**src/rtl/bus_timer_pkg.sv**
```systemverilog
`default_nettype none
// ============================================================================
//  Module      : bus_timer_pkg
//  Description : Register map, CTRL bit indices, handshake states and the
//                byte-lane merge helper shared by the bus timer device.
//  Revision    : 1.0 - initial release
// ============================================================================
package bus_timer_pkg;

    localparam logic [31:0] REG_CTRL     = 32'h0000_0000;
    localparam logic [31:0] REG_PRESCALE = 32'h0000_0004;
    localparam logic [31:0] REG_COUNT    = 32'h0000_0008;
    localparam logic [31:0] REG_COMPARE  = 32'h0000_000C;
    localparam logic [31:0] REG_STATUS   = 32'h0000_0010;

    localparam int CTRL_ENABLE      = 0;
    localparam int CTRL_AUTO_RELOAD = 1;
    localparam int CTRL_IRQ_EN      = 2;
    localparam int CTRL_W           = 3;

    typedef enum logic [0:0] {
        IDLE = 1'b0,
        RESP = 1'b1
    } dev_state_t;

    function automatic logic [31:0] apply_mask(input logic [31:0] old_val,
                                               input logic [31:0] data,
                                               input logic [3:0]  mask);
        logic [31:0] v_merged;
        for (int i = 0; i < 4; i++) begin
            v_merged[8*i +: 8] = mask[i] ? data[8*i +: 8] : old_val[8*i +: 8];
        end
        return v_merged;
    endfunction

endpackage
`default_nettype wire

```
**src/rtl/bus_device_if.sv**
```systemverilog
`default_nettype none
// ============================================================================
//  Module      : bus_device_if
//  Description : Generic device-side bus responder: window decode, two-cycle
//                IDLE/RESP handshake, write/read strobes and registered rdata.
//  Revision    : 1.0 - initial release
// ============================================================================
module bus_device_if #(
    parameter logic [31:0] BASE_ADDR   = 32'h0000_2000,
    parameter int          WINDOW_LOG2 = 5
) (
    input  logic                   clk,
    input  logic                   rst_n,
    input  logic [31:0]            address,
    input  logic                   ren,
    input  logic                   wen,
    input  logic [31:0]            rdata,
    output logic                   wr_stb,
    output logic                   rd_stb,
    output logic [WINDOW_LOG2-1:0] offset,
    output logic                   active,
    output logic                   ready,
    output logic [31:0]            data_read
);
    import bus_timer_pkg::*;

    dev_state_t  r_state;
    dev_state_t  w_state_next;
    logic [31:0] r_data_read;
    logic [31:0] w_data_read_next;
    logic        w_unused_addr;

    assign active        = (address[31:WINDOW_LOG2] == BASE_ADDR[31:WINDOW_LOG2]);
    assign offset        = {address[WINDOW_LOG2-1:2], 2'b00};
    assign w_unused_addr = ^address[1:0];

    // A request still present during RESP is the one already served, so only
    // IDLE can accept; leaving RESP always returns data_read to zero.
    always_comb begin
        w_state_next     = r_state;
        w_data_read_next = '0;
        wr_stb           = 1'b0;
        rd_stb           = 1'b0;
        case (r_state)
            IDLE: begin
                if ((ren | wen) & active) begin
                    w_state_next = RESP;
                    wr_stb       = wen;
                    rd_stb       = ren & ~wen;
                    if (ren & ~wen) begin
                        w_data_read_next = rdata;
                    end
                end
            end
            RESP: begin
                w_state_next     = IDLE;
            end
            default: begin
                w_state_next     = IDLE;
            end
        endcase
    end

    always_ff @(posedge clk) begin
        if (!rst_n) begin
            r_state     <= IDLE;
            r_data_read <= '0;
        end else begin
            r_state     <= w_state_next;
            r_data_read <= w_data_read_next;
        end
    end

    assign ready     = (r_state == RESP);
    assign data_read = r_data_read;

endmodule
`default_nettype wire

```
**src/rtl/bus_timer_device.sv**
```systemverilog
`default_nettype none
// ============================================================================
//  Module      : bus_timer_device
//  Description : Memory-mapped prescaled 32-bit timer with compare, sticky
//                match flag and level interrupt, behind bus_device_if.
//  Revision    : 1.0 - initial release
// ============================================================================
module bus_timer_device #(
    parameter logic [31:0] BASE_ADDR   = 32'h0000_2000,
    parameter int          WINDOW_LOG2 = 5,
    parameter int          PRESCALE_W  = 16
) (
    input  logic        clk,
    input  logic        rst_n,
    input  logic [31:0] address,
    input  logic [31:0] data_write,
    input  logic [3:0]  write_mask,
    input  logic        ren,
    input  logic        wen,
    output logic [31:0] data_read,
    output logic        ready,
    output logic        active,
    output logic        irq
);
    import bus_timer_pkg::*;

    logic                   w_wr_stb;
    logic                   w_rd_stb;
    logic [WINDOW_LOG2-1:0] w_offset;
    logic [31:0]            w_off;
    logic [31:0]            w_rdata;
    logic [31:0]            w_merged;
    logic                   w_unused;

    logic [CTRL_W-1:0]      r_ctrl;
    logic [PRESCALE_W-1:0]  r_prescale;
    logic [PRESCALE_W-1:0]  r_pc;
    logic [31:0]            r_count;
    logic [31:0]            r_compare;
    logic                   r_match;
    logic                   r_irq;

    logic w_wr_ctrl, w_wr_prescale, w_wr_count, w_wr_compare, w_wr_status;
    logic w_tick, w_hit, w_match_clr, w_enable_rise;

    bus_device_if #(
        .BASE_ADDR   (BASE_ADDR),
        .WINDOW_LOG2 (WINDOW_LOG2)
    ) u_bus_if (
        .clk       (clk),
        .rst_n     (rst_n),
        .address   (address),
        .ren       (ren),
        .wen       (wen),
        .rdata     (w_rdata),
        .wr_stb    (w_wr_stb),
        .rd_stb    (w_rd_stb),
        .offset    (w_offset),
        .active    (active),
        .ready     (ready),
        .data_read (data_read)
    );

    assign w_off    = 32'(w_offset);
    assign w_unused = w_rd_stb;

    // Current value of the addressed register; doubles as the merge base for
    // byte-masked writes.
    always_comb begin
        w_rdata = '0;
        case (w_off)
            REG_CTRL:     w_rdata = 32'(r_ctrl);
            REG_PRESCALE: w_rdata = 32'(r_prescale);
            REG_COUNT:    w_rdata = r_count;
            REG_COMPARE:  w_rdata = r_compare;
            REG_STATUS:   w_rdata = {31'b0, r_match};
            default:      w_rdata = '0;
        endcase
    end

    assign w_merged      = apply_mask(w_rdata, data_write, write_mask);
    assign w_wr_ctrl     = w_wr_stb && (w_off == REG_CTRL);
    assign w_wr_prescale = w_wr_stb && (w_off == REG_PRESCALE);
    assign w_wr_count    = w_wr_stb && (w_off == REG_COUNT);
    assign w_wr_compare  = w_wr_stb && (w_off == REG_COMPARE);
    assign w_wr_status   = w_wr_stb && (w_off == REG_STATUS);

    assign w_tick        = r_ctrl[CTRL_ENABLE] && (r_pc == r_prescale);
    assign w_hit         = w_tick && (r_count == r_compare);
    assign w_match_clr   = w_wr_status && write_mask[0] && data_write[0];
    assign w_enable_rise = w_wr_ctrl && w_merged[CTRL_ENABLE] && !r_ctrl[CTRL_ENABLE];

    always_ff @(posedge clk) begin
        if (!rst_n) begin
            r_ctrl     <= '0;
            r_prescale <= '0;
            r_pc       <= '0;
            r_count    <= '0;
            r_compare  <= '0;
            r_match    <= 1'b0;
            r_irq      <= 1'b0;
        end else begin
            if (w_wr_ctrl)     r_ctrl     <= w_merged[CTRL_W-1:0];
            if (w_wr_prescale) r_prescale <= w_merged[PRESCALE_W-1:0];
            if (w_wr_compare)  r_compare  <= w_merged;

            // A bus write to COUNT beats the increment; the compare above
            // still sees the pre-write value.
            if (w_wr_count) begin
                r_count <= w_merged;
            end else if (w_tick) begin
                r_count <= (w_hit && r_ctrl[CTRL_AUTO_RELOAD]) ? '0 : r_count + 32'd1;
            end

            // pc above a freshly lowered PRESCALE is cleared without a tick.
            if (w_enable_rise) begin
                r_pc <= '0;
            end else if (r_ctrl[CTRL_ENABLE]) begin
                r_pc <= (r_pc >= r_prescale) ? '0 : r_pc + PRESCALE_W'(1);
            end

            r_match <= w_hit | (r_match & ~w_match_clr);
            r_irq   <= r_match & r_ctrl[CTRL_IRQ_EN];
        end
    end

    assign irq = r_irq;

endmodule
`default_nettype wire

```
**config.mk**
```make
export PLATFORM = sky130hd
export DESIGN_NAME = bus_timer_device
export DESIGN_NICKNAME = d
export VERILOG_FILES = /design/src/rtl/bus_timer_pkg.sv /design/src/rtl/bus_device_if.sv /design/src/rtl/bus_timer_device.sv
export SDC_FILE = /design/constraint.sdc
export NUM_CORES = 1
export LEC_CHECK = 0
export ABC_AREA = 1
export CELL_PAD_IN_SITES_DETAIL_PLACEMENT = 1
export CELL_PAD_IN_SITES_GLOBAL_PLACEMENT = 1
export CORE_ASPECT_RATIO = 1.5
export CORE_MARGIN = 3
export CORE_UTILIZATION = 36
export DETAILED_ROUTE_END_ITERATION = 10
export PLACE_DENSITY = 0.74
export SLEW_MARGIN = 40
export SYNTH_ARGS = -nofsm -noshare
export SYNTH_HDL_FRONTEND = slang
export SYNTH_HIERARCHICAL = 1
export SYNTH_SLANG_ARGS = --single-unit
```
**constraint.sdc**
```tcl
create_clock -name clk -period 2.5 [get_ports clk]
set_input_delay 0.625 -clock clk [delete_from_list [all_inputs] [get_ports clk]]
set_output_delay 0.625 -clock clk [all_outputs]
set_load 0.05 [all_outputs]
```
==> metrics <==
CTS tree=built; outcome=finished, final reports clean; capture endpoint of the worst hold path=irq; # diodes=0; worst reg2reg setup slack=220 ps; post-synthesis instance total=1403; worst clock skew=9.101 ps; Static Leak=0.004518 µW; Least-Margin Pin Slew=614.6 ps; count of hold-fix buffers inserted at cts=0; critical path required time=1880 ps; Worst Setup Start Kind=input pin; crit path kind=in -> out; CTS max path bufs=2; clock transition at the registers of the reported paths=60 ps; Met2 Routed Length=18.31 mm; post-synth design cell area=9077 µm²; post-route fraction of the period consumed by the critical path=0.9639; worst path arrival time=1780 ps; sink count of the clock tree=134; count of warnings emitted by yosys=6; number of input and output port buffers inserted=104; beginning of the worst register-to-register path=r_count[0]; die area=27200 µm²; max layer used=met4; sequential share of power=0.406; depth of the worst register-to-register path=10; Slowest cell on crit path=sky130_fd_sc_hd__clkdlybuf4s50_1; Max VDD drop=0.4681 mV; post-layout min period=2410 ps; pin count of the biggest net entering global routing=64; final WL=31.99 mm; layout cell share with drive strength beyond 1=0.1479; Critical Path, Cell by Cell=clkdlybuf4s50_1, inv_1, nor2_1, nand2_1, nor2_2, nand2_2, nor2_4, buf_6, buf_12; FMAX=0.4150 GHz; wire length of the first global-routing pass=50.18 mm; normalized max-slew margin=0.5898; maxcap violations=0; Slew Limit Fails=0; Finish-stage setup viols=0; final core utilization=0.4740; internal power=4082 µW; cell at the root of the clock tree=sky130_fd_sc_hd__clkbuf_16; peak fanout along the critical path=2; Pre-Repair DR Iteration Count=5; via count of the first global-routing pass=9990; routed length on met3=683 µm; TritonCTS buffer count=17; DRT antenna net count=0; layout net count=1626; number of placement rows=70; nature of the critical path endpoint=primary output; switching fraction of total power=0.2240; power density normalized to cell area=451.0 nW/µm²; Vias/cell=5.113; Vias=9571; core area=24610 µm²; post-route DRC violation count=0; Power, Total=5260 µW; end of the worst register-to-register path=r_count[18]; Comb pwr share=0.061; number of antenna violations at the first check in global routing=0; power spent charging and discharging nets=1179 µW; crit-path max cell delay=460 ps; Routed met1 length=11.82 mm; global placer's final weighted congestion=0.9271; Clk pwr share=0.533; final hold viol count=0; path type of the worst min-delay path=reg -> reg; later-pin clock latency in the skew report=430 ps; remaining global-route overflow=0; Worst Min Path Start=r_ctrl[2]; average instance area after synthesis=6.470 µm²; number of stages on the worst hold path=2; GRT Resource Usage Total=0.2305; htree depth=4; DRC violation total after the first TritonRoute iteration=347; WL/cell=17.09 µm; effective utilization at floorplan=0.3688; Layout Area Growth over Synthesis=28.50%; number of top-level design ports=107; Chip Height=200.5 µm; die boundary width=135.7 µm; Detail Placement HPWL=23.77 mm
[worst max-delay path by stage]
stage / end / slack, ps / cells after the start / startpoint
after floorplan: r_count[0] / 20 / 15 / address[22]
after CTS: active / 6 / 9 / address[13]
final: active / 90 / 9 / address[13]
after global placement: r_count[0] / -320 / 17 / address[13]
after global routing: r_count[1] / -3 / 18 / address[13]
after detailed placement: r_count[0] / -360 / 17 / address[13]
[per-layer routing]
| layer | vias up | GRT usage |
|---|---|---|
| li1 | 4728 | - |
| met1 | 4618 | 0.2341 |
| met2 | 148 | 0.4626 |
| met3 | 77 | 0.03260 |
| met4 | 0 | 0.08177 |
| met5 | - | 0 |
[state kept, by name, indices dropped and copies added, names as in the netlist]
signal              count
r_match                 1
r_count                32
r_prescale             16
r_pc                   16
u_bus_if/ready          1
r_ctrl                  3
irq                     1
r_compare              32
u_bus_if/data_read     32
[critical path, delay by kind of cell]
kind          cells  cell delay, ps
buf+inv           4             730
simple gates      5             430
[area by class of cell]
type | count | area [µm²]
timing repair buffer | 180 | 1899
clock buffer | 18 | 439.2
multi-input combinational | 977 | 5180
clock inverter | 13 | 205.2
fill | 3217 | 12950
sequential | 134 | 2683
inverter | 226 | 853.3
tap | 324 | 405.4
[power groups by stage]
stage	clock [µW]	sequential [µW]	combinational (µW)
6_report	2800	2130	322
2_1_floorplan	0	2180	146
3_3_place_gp	0	2180	314
3_5_place_dp	0	2180	318
5_1_grt	2940	2130	348
4_1_cts	2850	2130	320
[per-stage QoR]
step	worst slack (ps)	std cells	hold slack (ps)	setup TNS [ps]	cell area (µm²)
final	90.34	1872	470.1	0	11660
after detailed placement	-357.5	1832	465.9	-21270	10810
after global placement	-316.5	1832	461.7	-19020	10810
after floorplan	22.22	1404	419.8	0	9089
after global routing	-2.788	1872	492.7	-2.788	11660
after CTS	6.078	1863	476.5	0	11460
[layout by cell type (no fill, tap or decap), types with 3 or more instances in the layout]
master,n
sky130_fd_sc_hd__a211oi_1,12
sky130_fd_sc_hd__a211oi_2,4
sky130_fd_sc_hd__a21boi_0,4
sky130_fd_sc_hd__a21oi_1,76
sky130_fd_sc_hd__a21oi_2,10
sky130_fd_sc_hd__and2_1,4
sky130_fd_sc_hd__buf_12,15
sky130_fd_sc_hd__buf_4,53
sky130_fd_sc_hd__buf_6,4
sky130_fd_sc_hd__bufinv_16,5
sky130_fd_sc_hd__clkbuf_16,22
sky130_fd_sc_hd__clkdlybuf4s50_1,103
sky130_fd_sc_hd__clkinv_2,3
sky130_fd_sc_hd__clkinvlp_4,3
sky130_fd_sc_hd__dfxtp_1,134
sky130_fd_sc_hd__ha_1,18
sky130_fd_sc_hd__inv_1,207
sky130_fd_sc_hd__inv_2,16
sky130_fd_sc_hd__nand2_1,260
sky130_fd_sc_hd__nand2_2,5
sky130_fd_sc_hd__nand3_1,120
sky130_fd_sc_hd__nand3_4,3
sky130_fd_sc_hd__nand4_1,46
sky130_fd_sc_hd__nor2_1,194
sky130_fd_sc_hd__nor2_2,32
sky130_fd_sc_hd__nor2_4,8
sky130_fd_sc_hd__nor3_1,19
sky130_fd_sc_hd__o211ai_1,9
sky130_fd_sc_hd__o21a_1,9
sky130_fd_sc_hd__o21ai_0,39
sky130_fd_sc_hd__o21ai_1,17
sky130_fd_sc_hd__o22ai_1,7
sky130_fd_sc_hd__o22ai_4,10
sky130_fd_sc_hd__or2_2,24
sky130_fd_sc_hd__xnor2_1,11
sky130_fd_sc_hd__xor2_1,24
[timing repair]
action / in CTS / in global routing
gates resized for setup: 1 / 10
gates cloned: 0 / 5
pin swaps: 1 / 3
endpoints found under the setup margin: 1 / 60
buffers inserted: 0 / 4
(Power assumes the default switching activity.)
